==> config.mk <==
export PLATFORM = sky130hd
export DESIGN_NAME = clock_button_conditioner
export DESIGN_NICKNAME = d
export VERILOG_FILES = /design/src/rtl/clock_button_conditioner.sv
export SDC_FILE = /design/constraint.sdc
export NUM_CORES = 1
export LEC_CHECK = 0
export CAP_MARGIN = 20
export CORE_UTILIZATION = 55
export CTS_CLUSTER_SIZE = 28
export DETAILED_ROUTE_END_ITERATION = 10
export PLACE_DENSITY_LB_ADDON = 0.08
export SYNTH_ARGS = -nofsm -noshare
export SYNTH_HDL_FRONTEND = slang
export SYNTH_SLANG_ARGS = --single-unit
==> constraint.sdc <==
create_clock -name clk -period 1.8 [get_ports clk]
set_input_delay 0.27 -clock clk [delete_from_list [all_inputs] [get_ports clk]]
set_output_delay 0.27 -clock clk [all_outputs]
set_load 0.1 [all_outputs]
==> src/rtl/clock_button_conditioner.sv <==
// clock_button_conditioner
//
// Conditioning stage in front of the 32768 Hz wall-clock counter. The raw
// active-low HH/MM/SS/SAFE buttons are synchronised and debounced. Each HH/MM/SS
// press becomes a set-request that stays pending until the counter's sampling
// tick consumes it. SAFE is passed on as a debounced level.
//
// Optional feature macro: BTN_AUTOREPEAT_EN
//   defined   : HH and MM auto-repeat while held. A repeat FSM counts ticks
//               through HOLD_TICKS and then every REPEAT_TICKS.
//   undefined : HH and MM behave like SS, giving one request per press.
//
// Parameters
//   DEBOUNCE_CYCLES : stable cycles needed to accept a level change (1..1023)
//   HOLD_TICKS      : ticks held before auto-repeat starts (1..15)
//   REPEAT_TICKS    : ticks between auto-repeat requests (1..15)
//
// Ports
//   clk        in  system clock (32768 Hz)
//   rst        in  synchronous active-high reset
//   tick       in  one-cycle strobe; the counter samples requests in this cycle
//   btn_*_n    in  raw asynchronous buttons, 0 = pressed
//   req_hh/mm/ss out pending set-requests (registered)
//   safe_mode  out debounced SAFE level, 1 = pressed (registered)
//
// Handshake: a req_* flag is a level-valid. The downstream tick acts as a
// one-cycle ready. A request is consumed on any cycle where tick is high,
// unless a new press or repeat arrives in that same cycle. In that case the
// flag stays high, so the new request is what remains pending.
module clock_button_conditioner #(
  parameter int unsigned DEBOUNCE_CYCLES = 655,
  parameter int unsigned HOLD_TICKS      = 2,
  parameter int unsigned REPEAT_TICKS    = 1
) (
  input  logic clk,
  input  logic rst,
  input  logic tick,
  input  logic btn_hh_n,
  input  logic btn_mm_n,
  input  logic btn_ss_n,
  input  logic btn_safe_n,
  output logic req_hh,
  output logic req_mm,
  output logic req_ss,
  output logic safe_mode
);

  localparam int CW = 10;
  localparam logic [CW-1:0] DB_LAST = CW'(DEBOUNCE_CYCLES - 1);

  // Channel order: 0 = HH, 1 = MM, 2 = SS, 3 = SAFE.
  logic [3:0]    raw_n;
  logic [3:0]    sync1_q, sync1_d;
  logic [3:0]    sync2_q, sync2_d;
  logic [3:0]    db_q, db_d;          // debounced, active-low like the inputs
  logic [2:0]    db_prev_q, db_prev_d;
  logic [CW-1:0] cnt_q [4];
  logic [CW-1:0] cnt_d [4];
  logic [2:0]    press_edge;
  logic [2:0]    req_q, req_d;
  logic [1:0]    rep_evt;

  assign raw_n = {btn_safe_n, btn_ss_n, btn_mm_n, btn_hh_n};

  // Front end: the counter runs only while the synced value disagrees with the
  // debounced value. The debounced value flips on the last counted cycle.
  always_comb begin
    sync1_d   = raw_n;
    sync2_d   = sync1_q;
    db_d      = db_q;
    db_prev_d = db_q[2:0];
    for (int i = 0; i < 4; i++) begin
      cnt_d[i] = '0;
      if (sync2_q[i] != db_q[i]) begin
        if (cnt_q[i] == DB_LAST) begin
          db_d[i] = ~db_q[i];
        end else begin
          cnt_d[i] = cnt_q[i] + 1'b1;
        end
      end
    end
  end

  // The press edge is seen one cycle after the debounced value falls.
  assign press_edge = db_prev_q & ~db_q[2:0];

`ifdef BTN_AUTOREPEAT_EN
  typedef enum logic [1:0] {ST_IDLE, ST_HOLD, ST_REPEAT} rep_state_e;

  localparam logic [3:0] HT_LAST = 4'(HOLD_TICKS - 1);
  localparam logic [3:0] RT_LAST = 4'(REPEAT_TICKS - 1);

  rep_state_e st_q [2];
  rep_state_e st_d [2];
  logic [3:0] tcnt_q [2];
  logic [3:0] tcnt_d [2];

  always_comb begin
    rep_evt = '0;
    for (int i = 0; i < 2; i++) begin
      st_d[i]   = st_q[i];
      tcnt_d[i] = tcnt_q[i];
      if (db_q[i]) begin
        // A release wins over a same-cycle tick, and no event is raised.
        st_d[i]   = ST_IDLE;
        tcnt_d[i] = '0;
      end else begin
        case (st_q[i])
          ST_IDLE: begin
            if (press_edge[i]) begin
              st_d[i]   = ST_HOLD;
              tcnt_d[i] = '0;
            end
          end
          ST_HOLD: begin
            if (tick) begin
              if (tcnt_q[i] == HT_LAST) begin
                st_d[i]    = ST_REPEAT;
                rep_evt[i] = 1'b1;
                tcnt_d[i]  = '0;
              end else begin
                tcnt_d[i] = tcnt_q[i] + 1'b1;
              end
            end
          end
          ST_REPEAT: begin
            if (tick) begin
              if (tcnt_q[i] == RT_LAST) begin
                rep_evt[i] = 1'b1;
                tcnt_d[i]  = '0;
              end else begin
                tcnt_d[i] = tcnt_q[i] + 1'b1;
              end
            end
          end
          default: begin
            st_d[i]   = ST_IDLE;
            tcnt_d[i] = '0;
          end
        endcase
      end
    end
  end

  always_ff @(posedge clk) begin
    for (int i = 0; i < 2; i++) begin
      if (rst) begin
        st_q[i]   <= ST_IDLE;
        tcnt_q[i] <= '0;
      end else begin
        st_q[i]   <= st_d[i];
        tcnt_q[i] <= tcnt_d[i];
      end
    end
  end
`else
  assign rep_evt = '0;
`endif

  // Request flag: a new request (press or repeat) beats consumption by tick.
  always_comb begin
    req_d = req_q;
    for (int i = 0; i < 3; i++) begin
      if (press_edge[i] || (i < 2 && rep_evt[i % 2])) begin
        req_d[i] = 1'b1;
      end else if (tick) begin
        req_d[i] = 1'b0;
      end
    end
  end

  always_ff @(posedge clk) begin
    if (rst) begin
      sync1_q   <= '1;
      sync2_q   <= '1;
      db_q      <= '1;
      db_prev_q <= '1;
      req_q     <= '0;
      for (int i = 0; i < 4; i++) cnt_q[i] <= '0;
    end else begin
      sync1_q   <= sync1_d;
      sync2_q   <= sync2_d;
      db_q      <= db_d;
      db_prev_q <= db_prev_d;
      req_q     <= req_d;
      for (int i = 0; i < 4; i++) cnt_q[i] <= cnt_d[i];
    end
  end

  assign req_hh    = req_q[0];
  assign req_mm    = req_q[1];
  assign req_ss    = req_q[2];
  assign safe_mode = ~db_q[3];

endmodule

==> reports/results.tsv, run 1 <==
metric	value	unit
status	completed	
Worst-path clk slew	60	ps
crit-path max FO	10	
initial drt markers	70	
synthesis-stage register bit count	58	
initial core utilization	0.575	
reg2reg start	cnt_q[2][7]	
Critical-path top delay cell	dfxtp_1	
vias in the first global route	1813	
clock sink total	58	
placer's final routability congestion estimate	0.711	
largest net degree at the start of global routing	13	
H-Tree Level Count	3	
dpl ws	230	ps
antenna-violating nets left	0	
Min Hold Slack	412	ps
kind of critical path	reg -> reg	
Reg-to-Reg End	cnt_q[2][9]	
Clock Skew	6.88	ps
post-CTS resize count	0	
final WL	4370	um
detailed placement HPWL	2820	um
cts-stage hold buffer count	0	
Synth Cell Area	0.00252	sq mm
dpl cells	320	
final setup vio count	0	
post-route insts no fill	335	
Final Hold Fails	0	
final max-slew violation count	0	
Max stage delay on crit path	380	ps
wire per inst	13.0	um
TritonCTS buffer count	9	
placed cell area	0.00269	sq mm
Worst setup startpoint	cnt_q[2][7]	
Setup crit end kind	register	
number of distinct library cells after synthesis	34	
All-Layer GR Usage	0.202	
Design Area, Final	0.00289	sq mm
register area share after synthesis	0.460	
die height	69.7	um
drt first pass iters	4	
Core Region	0.00438	sq mm
FF-to-FF setup slack	280	ps
area leader, netlist	dfxtp_1	
grt total ovfl	0	
fin crit share	0.845	
vias per cell	5.62	
Yosys warnings	0	
I/O Buffers	10	
Syn Inst Count	260	
Synth Area per Inst	9.70	sq um
Yosys top cell area share	0.460	
Boundary Pins	11	
Post-CTS Setup Inserts	0	
Vias	1883	
peak supply drop	0.561	mV
fillers	367	
RSZ-0062 raised after global routing	no	
Max-Cap Viols	0	
Syn Nets	275	
FF-to-FF path depth	4	
first-pass GRT wire length	7780	um
CTS tree	built	
Tmin final	1520	ps
Leakage	0.000915	uW
relative slew slack	0.712	
crit start category	register	
latest clock arrival within the worst-skew pair	330	ps
Worst EP required	1990	ps
area grow syn2layout	14.7	%
Worst Tran Pin Value	432	ps
PD cells	890	mW/mm^2
Crit path arrival time	1710	ps
Setup crit end	cnt_q[2][9]	
Nets	294	
Peak Freq	658	MHz
top post-synthesis cells by area	dfxtp_1 (46%), a211oi_1 (4.8%), nor3_1 (4.2%), ha_1 (4.0%), or3_1 (3.7%)	
die area	0.00486	sq mm
Root Driver	clkbuf_8	
initial antenna violation count	0	
Die Wd	69.7	um
final worst slack	280	ps
Post-route DRC	0	
Hold Crit Class	reg -> reg	
Cell Chain, Critical Path	or3b_1 > nor4b_2 > buf_4 > a211oi_1	
diode count	0	
Clock Tree Buf Depth	2	
Row Count	24	
share of layout cells above drive strength 1	0.173	
final setup TNS	0	ps
worst max-delay path, delay by kind of cell, from the launching register on:
family | cells | cell delay [ps]
DFF | 1 | 380
and+or+nand+nor | 2 | 700
buffers and inverters | 1 | 240
AOI/OAI and AO/OA | 1 | 70
how the worst min path moves through the flow:
stage                 endpoint  slack, ps  cells after the start  startpoint
detailed placement  sync2_q[0]        390                      1  sync1_q[0]
CTS                 sync2_q[2]        410                      1  sync1_q[2]
floorplan           sync1_q[0]        370                      1    btn_hh_n
global placement    sync2_q[2]        390                      1  sync1_q[2]
finish              sync2_q[2]        410                      1  sync1_q[2]
global route        sync2_q[2]        430                      1  sync1_q[2]
synth_stat cells (all sizes together):
library cell and n:
xnor2 6, mux2i 4, a21oi 3, dfxtp 58
xor2 10, or2 8, nand2b 9, or2b 1
nand4b 2, nor3 21, inv 14, o31ai 6
nand4 10, or3 15, buf 5, nand2 7
nand3 14, o21ai 14, a211oi 20, clkbuf 5
or3b 3, or4 6, ha 8, nor4b 1
nor4 2, nor2 8
per-stage QoR:
step                utilization  power (uW)
CTS                       0.660        2610
global route              0.660        2660
finish                    0.660        2580
global placement          0.613        1380
floorplan                     -        1360
detailed placement        0.613        1380
sequential cells by signal, indices dropped and copies added (netlist names):
signal,flops
sync1_q,4
sync2_q,4
db_prev_q,3
cnt_q,40
req_q,3
db_q,4
kinds of logic after synthesis:
| group | after synthesis | share of synthesized area |
|---|---|---|
| AOI/OAI and AO/OA | 43 | 0.119 |
| xor gates and xnor gates | 16 | 0.0556 |
| DFF | 58 | 0.460 |
| and+or+nand+nor | 107 | 0.264 |
| buffers and inverters | 24 | 0.0451 |
| adders and majority gates | 8 | 0.0397 |
| muxes | 4 | 0.0159 |
power breakdown:
part | switching [uW] | internal (uW)
logic | 20.8 | 25.9
clock network | 484 | 743
registers | 7.11 | 1290
cell usage in the layout (no fill, tap or decap), types with 7 or more instances in the layout:
master     n
a211oi_1  16
buf_4     11
clkbuf_8  12
dfxtp_1   58
ha_1       8
inv_1     14
nand2_1    7
nand2b_1   9
nand3_1   12
nand4_1    8
nor2_1     8
nor3_1    21
o21ai_0   14
or2_2      8
or3_1     15
xor2_1    10
routing by layer:
layer | vias to the layer above | wire length (um) | global-route usage
met3 | 9 | 126 | 0.0581
met1 | 862 | 2270 | 0.258
met5 | - | 0 | 0
met2 | 25 | 1880 | 0.315
li1 | 987 | - | -
met4 | 0 | 91 | 0.0978
area by class of cell:
type | count | area, sq um | area share
timing repair buffer | 18 | 163 | 0.0562
inverter | 14 | 52.6 | 0.0182
clock buffer | 13 | 169 | 0.0584
tap | 52 | 65.1 | 0.0225
clock inverter | 2 | 35.0 | 0.0121
multi-input combinational | 178 | 1250 | 0.431
sequential | 58 | 1160 | 0.401
(Power assumes the default switching activity.)
==> inputs of run 2 (changes only) <==
==> constraint.sdc (replaced) <==
create_clock -name clk -period 1.45 [get_ports clk]
set_input_delay 0.2175 -clock clk [delete_from_list [all_inputs] [get_ports clk]]
set_output_delay 0.2175 -clock clk [all_outputs]
set_load 0.1 [all_outputs]
==> reports/results.tsv, run 2 (synthesis gave the netlist of run 1 again) <==
metric	value	unit
placed cell area	0.00294	sq mm
most flop-heavy register	cnt_q	
final WL	4760	um
die area	0.00486	sq mm
Leakage	0.00108	uW
Worst EP required	1710	ps
Worst Tran Pin Value	414	ps
antenna-violating nets left	0	
diode count	0	
hold depth	1	
latest clock arrival within the worst-skew pair	330	ps
kind of critical path	reg -> reg	
Boundary Pins	11	
Root Driver	clkbuf_8	
initial core utilization	0.575	
final core utilization	0.734	
final worst slack	-17.9	ps
area grow syn2layout	27.6	%
Reg-to-Reg End	db_q[2]	
hold_sp	sync1_q[0]	
Row Count	24	
Nets	327	
Hold Path Sink	sync2_q[0]	
Post-route DRC	0	
drt first pass iters	4	
final max-slew violation count	0	
Crit path arrival time	1730	ps
crit-path max FO	5	
initial drt markers	77	
Min Hold Slack	407	ps
FF-to-FF setup slack	-20	ps
clock power share	0.427	
fillers	318	
detailed placement HPWL	3370	um
first-pass GRT wire length	8270	um
final setup vio count	1	
Die Wd	69.7	um
most frequent cells in the layout	dfxtp_1 (46), buf_4 (40), nor3_1 (20)	
status	finished with violations	
initial antenna violation count	0	
grt total ovfl	0	
Worst setup startpoint	cnt_q[2][5]	
Clock Tree Buf Depth	2	
violated checks	negative setup slack	
relative slew slack	0.724	
Setup crit end kind	register	
placer's final routability congestion estimate	0.780	
wire per inst	13.0	um
Flop pwr share	0.549	
vias per cell	5.60	
Worst-path clk slew	60	ps
switching power share of the total	0.207	
reg2reg start	cnt_q[2][5]	
largest net degree at the start of global routing	11	
final setup TNS	-17.9	ps
max FFs per register	40	
commonest non-fill, non-tap cell in the layout	dfxtp_1	
Max-Cap Viols	0	
Clock Skew	4.32	ps
internal power	2330	uW
H-Tree Level Count	3	
I/O Buffers	10	
clock sink total	58	
Tmin final	1470	ps
vias in the first global route	1989	
Core Region	0.00438	sq mm
CTS tree	built	
PD cells	913	mW/mm^2
combinational share of power	0.023	
Final Hold Fails	0	
RSZ-0062 raised after global routing	yes	
die height	69.7	um
crit start category	register	
Hold Crit Class	reg -> reg	
FF-to-FF path depth	4	
peak supply drop	0.763	mV
Peak Freq	681	MHz
fin crit share	1.01	
share of layout cells above drive strength 1	0.315	
TritonCTS buffer count	9	
cts-stage hold buffer count	0	
Design Area, Final	0.00322	sq mm
NetSw	607	uW
Vias	2050	
All-Layer GR Usage	0.215	
==> run 2: final cells by class <==
| type | instances | area (sq um) | share of cell area |
|---|---|---|---|
| Tap cell | 52 | 65.1 | 0.0202 |
| Sequential cell | 58 | 1180 | 0.367 |
| Timing Repair Buffer | 51 | 445 | 0.138 |
| Clock buffer | 13 | 159 | 0.0494 |
| Multi-Input combinational cell | 178 | 1320 | 0.409 |
| Inverter | 14 | 52.6 | 0.0163 |
==> run 2: worst max-delay path, cell delays in order, from the launching register on <==
cell and delay [ps]:
dfxtp_1 310, or3b_4 400, nor4b_4 320, buf_4 200
mux2i_1 170
==> run 2: per-stage QoR <==
stage	power, uW	setup slack (ps)	instances
detailed placement	1720	-80.5	349
global route	3050	-98.4	366
CTS	2970	-27.2	363
finish	2940	-17.9	366
global placement	1720	-25.6	349
floorplan	1680	62.4	260
==> run 2: worst max path at each step <==
stage	endpoint	slack, ps	cells after the start
2_1_floorplan	cnt_q[0][5]	60	4
3_3_place_gp	cnt_q[3][8]	-30	3
3_5_place_dp	cnt_q[3][6]	-80	3
4_1_cts	db_q[2]	-30	4
5_1_grt	db_q[2]	-100	4
6_report	db_q[2]	-20	4
==> run 2: metal layers <==
layer	vias to the layer above	share of wire	track usage	routed length, um
met5	-	0	0	0
met4	0	0.021	0.113	102
met3	9	0.022	0.0480	106
met2	24	0.48	0.361	2300
met1	974	0.47	0.255	2250
li1	1043	-	-	-
==> run 2: power groups by stage <==
stage	clock [uW]	combinational [uW]	sequential, uW
floorplan	0	34.1	1650
global placement	0	66.3	1650
detailed placement	0	67.5	1650
CTS	1290	68.1	1620
global route	1360	75.3	1610
finish	1260	67.7	1610
==> run 2: timing repair <==
action,4_1_cts,5_1_grt
setup buffers,0,3
pin swaps,0,7
cloned,1,0
gates resized for setup,4,24
setup endpoints to repair,10,23
==> inputs of run 3 (changes only) <==
==> constraint.sdc (replaced) <==
create_clock -name clk -period 1.4 [get_ports clk]
set_input_delay 0.21 -clock clk [delete_from_list [all_inputs] [get_ports clk]]
set_output_delay 0.21 -clock clk [all_outputs]
set_load 0.1 [all_outputs]
==> reports/results.tsv, run 3 (synthesis gave the netlist of run 1 again) <==
metric	value	unit
Clock Skew	7.19	ps
All-Layer GR Usage	0.218	
area of the multi-input gates	0.00141	sq mm
violated checks	negative setup slack	
peak supply drop	0.637	mV
grt total ovfl	0	
most frequent cells in the layout	buf_4 (45), dfxtp_1 (35), dfxtp_2 (19)	
antenna-violating nets left	0	
Row Count	24	
Leakage	0.00115	uW
detailed placement HPWL	3340	um
area grow syn2layout	34.7	%
Core Region	0.00438	sq mm
Boundary Pins	11	
Root Driver	clkbuf_8	
initial antenna violation count	0	
register area	0.00120	sq mm
vias in the first global route	2004	
crit start category	register	
largest net degree at the start of global routing	11	
initial core utilization	0.575	
wire per inst	13.2	um
drt first pass iters	4	
TritonCTS buffer count	9	
max FFs per register	40	
final WL	4940	um
vias per cell	5.49	
final max-slew violation count	0	
relative slew slack	0.808	
placer's final routability congestion estimate	0.783	
Final Hold Fails	0	
commonest non-fill, non-tap cell in the layout	buf_4	
Hold Crit Class	reg -> reg	
switching power share of the total	0.216	
fin crit share	1.02	
clock power share	0.435	
cts-stage hold buffer count	0	
crit-path max FO	3	
Tmin final	1420	ps
fillers	296	
RSZ-0062 raised after global routing	yes	
die area	0.00486	sq mm
I/O Buffers	10	
diode count	0	
Worst-path clk slew	60	ps
clock sink total	58	
CTS tree	built	
internal power	2420	uW
final worst slack	-21.1	ps
latest clock arrival within the worst-skew pair	340	ps
Nets	333	
final setup vio count	1	
most flop-heavy register	cnt_q	
initial drt markers	89	
combinational share of power	0.024	
Post-route DRC	0	
Final Power	3090	uW
Clock Tree Buf Depth	2	
Die Wd	69.7	um
Vias	2054	
Crit path arrival time	1680	ps
share of layout cells above drive strength 1	0.413	
Peak Freq	704	MHz
kind of critical path	reg -> reg	
Max-Cap Viols	0	
first-pass GRT wire length	8520	um
PD cells	910	mW/mm^2
H-Tree Level Count	3	
dpl ws	-93.6	ps
NetSw	669	uW
die height	69.7	um
Setup crit end kind	register	
status	finished with violations	
Flop pwr share	0.540	
Worst EP required	1660	ps
Worst Tran Pin Value	285	ps
[run 3: changes by cell type in the layout (fill, tap and decap cells not counted), moves of 3 or more]
cell / change
a211oi_1: -3
a211oi_2: +3
buf_4: +5
clkinv_2: +3
dfxtp_1: -11
dfxtp_2: +9
nor3_1: -3
nor3_2: +3
[run 3: what timing repair did]
item / in CTS / in global routing
endpoints found under the hold margin: 0 / 0
setup buffers: 0 / 2
gates resized for setup: 11 / 49
pin swaps: 1 / 13
endpoints found under the setup margin: 16 / 32
[run 3: final timing paths]
path / start / slack, ps / cells past startpoint / endpoint
hold reg to reg: sync1_q[1] / 420 / 1 / sync2_q[1]
setup reg to reg: cnt_q[0][5] / -20 / 4 / db_q[0]
setup / recovery: cnt_q[0][5] / -20 / 4 / db_q[0]
hold / removal: sync1_q[1] / 420 / 1 / sync2_q[1]
[run 3: area by class of cell]
type / count / area share
multi-input cells: 178 / 0.415
clock inverters: 3 / 0.00442
repair buffers: 57 / 0.147
clock buffers: 12 / 0.0457
inverters: 14 / 0.0155
flip-flops and latches: 58 / 0.353
well taps: 52 / 0.0192
[run 3: power by group through the flow]
stage | logic, uW | registers, uW | clock network [uW]
6_report | 75.2 | 1670 | 1350
5_1_grt | 83.2 | 1670 | 1450
4_1_cts | 72.5 | 1670 | 1370
3_5_place_dp | 72.1 | 1710 | 0
3_3_place_gp | 70.7 | 1710 | 0
2_1_floorplan | 35.3 | 1710 | 0
[run 3: metrics by stage]
step                      cells  TNS, ps   util  hold WS [ps]  area, sq um
after detailed placement    357     -578  0.685           396         3000
after floorplan             260        0      -           314         2520
after global routing        374     -399  0.775           440         3400
after CTS                   372    -10.4  0.731           411         3210
after global placement      357        0  0.685           392         3000
final                       374    -21.1  0.775           416         3400
[run 3: metal layers]
layer / wire length (um) / vias up / track usage
met4: 103 / 0 / 0.113
met5: 0 / - / 0
met2: 2290 / 23 / 0.359
li1: - / 1063 / -
met3: 103 / 10 / 0.0349
met1: 2450 / 958 / 0.276
[run 3: critical path: stages (launching register included)]
cell,delay (ps)
dfxtp_2,320
or3b_4,390
nor4_4,290
buf_4,190
mux2i_1,170
